### src/rtl/mem_port_arbiter.sv
// Two-master arbiter for the memory-manager data port: one transaction at a time,
// fixed read latency, one-cycle ack. Define ARB_FIXED_PRIO_EN for CPU-first priority.
module mem_port_arbiter #(
    parameter int AW     = 32,
    parameter int DW     = 32,
    parameter int RD_LAT = 1
) (
    input  logic          clk,
    input  logic          rst,
    input  logic          req0,
    input  logic          we0,
    input  logic [AW-1:0] addr0,
    input  logic [DW-1:0] wdata0,
    output logic [DW-1:0] rdata0,
    output logic          ack0,
    input  logic          req1,
    input  logic          we1,
    input  logic [AW-1:0] addr1,
    input  logic [DW-1:0] wdata1,
    output logic [DW-1:0] rdata1,
    output logic          ack1,
    output logic          mem_en,
    output logic          mem_we,
    output logic [AW-1:0] mem_addr,
    output logic [DW-1:0] mem_wdata,
    input  logic [DW-1:0] mem_rdata,
    output logic          busy,
    output logic          grant
);

    localparam logic [1:0] S_IDLE  = 2'd0;
    localparam logic [1:0] S_ISSUE = 2'd1;
    localparam logic [1:0] S_WAIT  = 2'd2;
    localparam logic [1:0] S_DONE  = 2'd3;

    logic [1:0]    state_q, state_d;
    logic [2:0]    cnt_q, cnt_d;
    logic          grant_q, grant_d;
    logic          mem_en_q, mem_en_d;
    logic          mem_we_q, mem_we_d;
    logic [AW-1:0] mem_addr_q, mem_addr_d;
    logic [DW-1:0] mem_wdata_q, mem_wdata_d;
    logic [DW-1:0] rdata0_q, rdata0_d;
    logic [DW-1:0] rdata1_q, rdata1_d;
    logic          ack0_q, ack0_d;
    logic          ack1_q, ack1_d;
    logic          busy_q, busy_d;
    logic          win;
`ifndef ARB_FIXED_PRIO_EN
    logic          last_q, last_d;
`endif

    // Winner index, only meaningful when at least one request is present.
    always_comb begin
`ifdef ARB_FIXED_PRIO_EN
        win = ~req0;
`else
        if (req0 && req1) begin
            win = ~last_q;
        end else begin
            win = ~req0;
        end
`endif
    end

    always_comb begin
        state_d     = state_q;
        cnt_d       = cnt_q;
        grant_d     = grant_q;
        mem_en_d    = 1'b0;
        mem_we_d    = mem_we_q;
        mem_addr_d  = mem_addr_q;
        mem_wdata_d = mem_wdata_q;
        rdata0_d    = rdata0_q;
        rdata1_d    = rdata1_q;
        ack0_d      = 1'b0;
        ack1_d      = 1'b0;
`ifndef ARB_FIXED_PRIO_EN
        last_d      = last_q;
`endif
        case (state_q)
            S_IDLE: begin
                if (req0 || req1) begin
                    state_d     = S_ISSUE;
                    grant_d     = win;
                    mem_en_d    = 1'b1;
                    mem_we_d    = win ? we1 : we0;
                    mem_addr_d  = win ? addr1 : addr0;
                    mem_wdata_d = win ? wdata1 : wdata0;
                end
            end
            S_ISSUE: begin
                state_d = S_WAIT;
                cnt_d   = 3'(RD_LAT);
            end
            S_WAIT: begin
                // Final wait cycle: mem_rdata is valid now, so capture it and raise ack.
                if (cnt_q == 3'd1) begin
                    state_d = S_DONE;
                    if (grant_q) begin
                        rdata1_d = mem_rdata;
                        ack1_d   = 1'b1;
                    end else begin
                        rdata0_d = mem_rdata;
                        ack0_d   = 1'b1;
                    end
                end else begin
                    cnt_d = cnt_q - 3'd1;
                end
            end
            S_DONE: begin
                state_d = S_IDLE;
`ifndef ARB_FIXED_PRIO_EN
                last_d  = grant_q;
`endif
            end
            default: state_d = S_IDLE;
        endcase
        busy_d = (state_d != S_IDLE);
    end

    always_ff @(posedge clk or posedge rst) begin
        if (rst) begin
            state_q     <= S_IDLE;
            cnt_q       <= 3'd0;
            grant_q     <= 1'b0;
            mem_en_q    <= 1'b0;
            mem_we_q    <= 1'b0;
            mem_addr_q  <= '0;
            mem_wdata_q <= '0;
            rdata0_q    <= '0;
            rdata1_q    <= '0;
            ack0_q      <= 1'b0;
            ack1_q      <= 1'b0;
            busy_q      <= 1'b0;
`ifndef ARB_FIXED_PRIO_EN
            last_q      <= 1'b1;
`endif
        end else begin
            state_q     <= state_d;
            cnt_q       <= cnt_d;
            grant_q     <= grant_d;
            mem_en_q    <= mem_en_d;
            mem_we_q    <= mem_we_d;
            mem_addr_q  <= mem_addr_d;
            mem_wdata_q <= mem_wdata_d;
            rdata0_q    <= rdata0_d;
            rdata1_q    <= rdata1_d;
            ack0_q      <= ack0_d;
            ack1_q      <= ack1_d;
            busy_q      <= busy_d;
`ifndef ARB_FIXED_PRIO_EN
            last_q      <= last_d;
`endif
        end
    end

    assign rdata0    = rdata0_q;
    assign rdata1    = rdata1_q;
    assign ack0      = ack0_q;
    assign ack1      = ack1_q;
    assign mem_en    = mem_en_q;
    assign mem_we    = mem_we_q;
    assign mem_addr  = mem_addr_q;
    assign mem_wdata = mem_wdata_q;
    assign busy      = busy_q;
    assign grant     = grant_q;

endmodule

### config.mk
export PLATFORM = sky130hd
export DESIGN_NAME = mem_port_arbiter
export DESIGN_NICKNAME = d
export VERILOG_FILES = /design/src/rtl/mem_port_arbiter.sv
export SDC_FILE = /design/constraint.sdc
export NUM_CORES = 1
export LEC_CHECK = 0
export ABC_AREA = 1
export CORE_UTILIZATION = 40
export CTS_CLUSTER_DIAMETER = 120
export DETAILED_ROUTE_END_ITERATION = 7
export GPL_ROUTABILITY_DRIVEN = 0
export HOLD_SLACK_MARGIN = 0.15
export PLACE_DENSITY = 0.79
export SLEW_MARGIN = 20
export SYNTH_ARGS = -nofsm -noshare
export SYNTH_HDL_FRONTEND = slang
export SYNTH_SLANG_ARGS = --single-unit
### constraint.sdc
create_clock -name clk -period 10.2 [get_ports clk]
set_clock_uncertainty 0.15 [all_clocks]
set_input_delay 1.53 -clock clk [delete_from_list [all_inputs] [get_ports clk]]
set_output_delay 1.53 -clock clk [all_outputs]
set_load 0.005 [all_outputs]
---- Word-level counts from Yosys, hierarchy flattened ----
Cells that the tools add are included.
storage, ports and cells
  register bits after elaboration ......... 140
  input port bits ......................... 166
  output and inout bits ................... 134
  word-level logic and storage cells ...... 48
operators by class
  $add $sub $neg .......................... 1
  equal/unequal tests ..................... 5
  mux-type cells .......................... 17
  bitwise gates (word level) .............. 3
  reductions and logical operators ........ 9
operators with widths
  kind                                              count
  two-way mux 32 bit                                2
  two-way mux 1 bit                                 10
  one-hot mux 2 bit (4 select lines)                1
  one-hot mux 3 bit (2 select lines)                1
  AND reduction 3 bit                               2
  == test 2 bit, second input constant              2
  two-way mux 2 bit                                 2
  AND reduction 2 bit                               2
  nonzero test 2 bit                                2
  == test 3 x 1 -> 1 bit, second input constant     1
  two-way mux 3 bit                                 1
  NOT 1 bit                                         3
  subtractor 3 x 1 -> 3 bit, second input constant  1
  == test 2 x 1 -> 1 bit, second input constant     1
  zero test 2 bit                                   1
  != test 2 bit, second input constant              1
  logical AND 1 bit                                 1
  logical OR 1 bit                                  1

---- Depth between registers and ports, before layout ----
  depth in word-level cells ............... 4
  mapped depth ............................ 9
  gate-level depth less buffers ........... 8

---- Worst setup path before layout ----
No wires, ideal clock.
  kind .................................... input-to-reg
  start point ............................. input port req1
  end point ............................... register mem_addr_q[0], in the netlist mem_addr[0]
  library setup time ...................... 0.117 ns
  data arrival time ....................... 2.146 ns
  data required time ...................... 9.933 ns
  setup slack ............................. 7.786 ns
  stages .................................. 7
  buffers on the path ..................... 2
  cells stage by stage .................... nand2_1 -> nand2_1 -> buf_2 -> buf_4 -> nand2_1 -> nand3_1 -> nand2_1
between the ends
  longest elaborated chain between the ends .. 3
  elaborated cells on any way between the ends .. 5
  classes of those cells .................. 2 x mux; 3 x reduce/logical
RTL lines
  item                  line  RTL
  start, declared       16    input logic req1,
  logical AND 1 bit     58    if (req0 && req1) begin
  two-way mux 1 bit     58
  two-way mux 32 bit    88    mem_addr_d = win ? addr1 : addr0;
  end signal, assigned  145   mem_addr_q <= mem_addr_d;
  end, declared         41    logic [AW-1:0] mem_addr_q, mem_addr_d;
Several ways; a longest one is shown, not always the timed one.
A chain may end at the register's enable or synchronous reset.

---- Worst setup path after layout ----
  start point ............................. input port req1
  end point ............................... register mem_wdata_q[1], in the netlist mem_wdata[1]
between the ends
  longest elaborated chain between the ends .. 3
  elaborated cells on any way between the ends .. 5
  classes of those cells .................. 2 x mux; 3 x reduce/logical
RTL lines
  item                  line  RTL
  logical AND 1 bit     58
  two-way mux 1 bit     58
  two-way mux 32 bit    89    mem_wdata_d = win ? wdata1 : wdata0;
  end signal, assigned  146   mem_wdata_q <= mem_wdata_d;
  end, declared         42    logic [DW-1:0] mem_wdata_q, mem_wdata_d;
Several ways; a longest one is shown, not always the timed one.

==> key figures <==
Outcome
  – Status: finished, final reports clean

CTS
  – CTS Hold Bufs: 0
  – Post-cts gate resize count: 0
  – TritonCTS clock tree: done
  – Setup repair bufs after CTS: 0
  – Clock slew at reported path FFs: 0.06 ns
  – Root Buffer Master: clkbuf_16
  – Clock Latency Late Sink: 0.41 ns
  – H-tree depth: 4
  – CTS Buffer Depth: 2
  – TritonCTS buffer count: 17
  – # clock sinks: 140

Cells and area
  – Reg area: 0.00350 mm2
  – Number of fill cells in the layout: 1450
  – Area Overhead vs Synth: 54.5%
  – Final std cells w/o fill: 1398
  – Design area: 0.0104 mm2
  – Post-layout util: 62.8%
  – NumNets Final: 1338
  – Inserted Diodes: 0
  – Area of the multi-input gates: 0.00240 mm2
  – Layout cells sized above 1: 4.75%

Floorplanning
  – # rows: 47
  – Starting Density: 40.7%
  – DIE HEIGHT: 132 um
  – Chip width: 132 um
  – I/O Pins: 300
  – Placeable core area: 0.0165 mm2
  – Die ar.: 0.0173 mm2

Critical path
  – CP endpoint kind: flip-flop
  – Critical Path RT: 10.40 ns
  – Startpoint class of the critical path: primary input
  – CP max FO: 66
  – Arrival @ worst endpoint: 3.80 ns
  – Critical path type: primary input to flip-flop

Place
  – DP HPWL: 13.2 mm
  – # port buffers: 299
  – Placed insts: 1365
  – Post-place setup slack: 6.18 ns
  – Post-DP Area: 0.00976 mm2

STA
  – Final Worst Setup Slack: 6.60 ns
  – Finish-stage setup viols: 0
  – Final Hold Fails: 0
  – Min cycle time layout: 3.60 ns
  – Setup TNS: 0 ns
  – Max_slew headroom: 45.7%
  – Max Slew Vio Count: 0
  – Slew @ Worst Pin: 0.812 ns
  – Fmax: 278 MHz
  – Worst hold slack: 0.316 ns
  – RSZ-0062 raised after global routing: no
  – Final Cycle Share: 35.3%

Yosys
  – Syn Area/Cell: 7.56 um2
  – Synth area leaders: dfrtp_1 52%, nand2_1 21%, nand3_1 12%
  – Netlist cell types: 20
  – Top cell type's share of synthesized area: 51.7%
  – Ys Warns: 0
  – Post-Synthesis Net Count: 1062
  – Post-Syn Area: 0.00672 mm2
  – #FFs+latches synth: 140
  – Synth area leader: dfrtp_1
  – Sequential share of the synthesized area: 52.1%
  – Syn Inst Count: 889

Route
  – Post-Route WL: 19.4 mm
  – First DRT Iteration DRCs: 232
  – DRT antenna net count: 0
  – DR DRC count: 0
  – Routed vias: 6574
  – Routed WL per cell: 13.8 um
  – Drt first pass iters: 5
  – Vias per inst: 4.70

Pwr
  – Cell Pwr Density: 279 mW/mm2
  – LEAKAGE: 5.44 nW
  – Tot Pwr: 2.89 mW
  – Max IR drop VDD: 0.121 mV

Worst hold path
  – Hold/Removal Path Class: flip-flop to flip-flop

GRT
  – Initial antenna violation count: 0
  – Vias in the first global route: 6084
  – GRT Total Usage: 22.9%
  – Grt ovf: 0
  – First-pass GRT wire length: 31.4 mm
  – Largest net degree at the start of global routing: 78

Run
  – MaxCap Viol Count: 0
==> where the power goes <==
part / switching (mW) / total (mW) / internal, mW
Clock: 0.242 / 0.618 / 0.376
Combinational: 0.611 / 1.30 / 0.684
Sequential: 0.150 / 0.982 / 0.832
==> layer usage <==
metal  global-route usage (%)  vias up  share of wire, %
li1                         -     3233                 -
met1                     28.9     3016                41
met2                     36.7      296                48
met3                     6.79       29               8.9
met4                     8.66        0               2.2
met5                        0        -                 0
==> worst max-delay path, stage by stage <==
cell,delay (ns)
clkdlybuf4s50_1,0.44
nand2_2,0.07
buf_4,0.55
nand2_2,0.42
buf_4,0.42
nand2_1,0.14
nand3_1,0.09
nand2_1,0.08
==> cells in the final DEF, fill, tap and decap left out <==
cell             count
buf_16               1
buf_2                1
buf_4                7
bufinv_16            2
clkbuf_1             1
clkbuf_16           17
clkbuf_8             2
clkdlybuf4s50_1    298
clkinv_2             2
clkinv_4             1
clkinvlp_4           4
dfrtp_1            139
dfstp_2              1
ha_1                 7
inv_1              138
inv_2                5
inv_6                3
inv_8                1
nand2_1            367
nand2_2              5
nand3_1            163
nand3b_1             1
nor2_1               2
nor2_4               2
o21ai_0              4
o22ai_1              1
or2_2                2
xnor2_1              1
==> final timing paths <==
| path | from | end | slack (ns) | cells past startpoint |
|---|---|---|---|---|
| worst max-delay path | req1 | mem_wdata[1] | 6.60 | 8 |
| worst min-delay path | rdata0[17] | rdata0[17] | 0.32 | 2 |
| worst max register to register | state_q[0] | rdata0[16] | 7.53 | 7 |
| worst min register to register | rdata0[17] | rdata0[17] | 0.32 | 2 |
| max in group asynchronous | rst | rdata0[29] | 7.35 | 4 |
| min in group asynchronous | rst | rdata1[11] | 1.42 | 2 |
==> synthesized netlist by cell type, drive strengths merged <==
library cell / number
dfrtp: 139
inv: 144
nand2: 372
buf: 44
o22ai: 1
clkbuf: 6
ha: 7
nand3: 163
xnor2: 1
dfstp: 1
nor2: 4
o21ai: 4
or2: 2
nand3b: 1
==> area by class of cell <==
| type | count | share of cell area [%] |
|---|---|---|
| clock buffer | 20 | 4.40 |
| clock inverter | 12 | 1.33 |
| inverter | 144 | 5.25 |
| multi-input combinational | 555 | 23.1 |
| sequential | 140 | 33.7 |
| tap | 220 | 2.65 |
| timing repair buffer | 307 | 29.5 |
==> kinds of logic after synthesis <==
kind of cell	after synthesis	share of synthesized area (%)
DFF	140	52.1
AOI/OAI and AO/OA	5	0.391
buffers and inverters	194	12.4
xor gates and xnor gates	1	0.130
adders and majority gates	7	1.30
and+or+nand+nor	542	33.7
==> state kept, by name, indices dropped and copies added, names as in the netlist, 2 cells and up <==
name and flops:
rdata0 32, rdata1 32, mem_addr 32, mem_wdata 32, cnt_q 3, state_q 2
(Power assumes the default switching activity.)
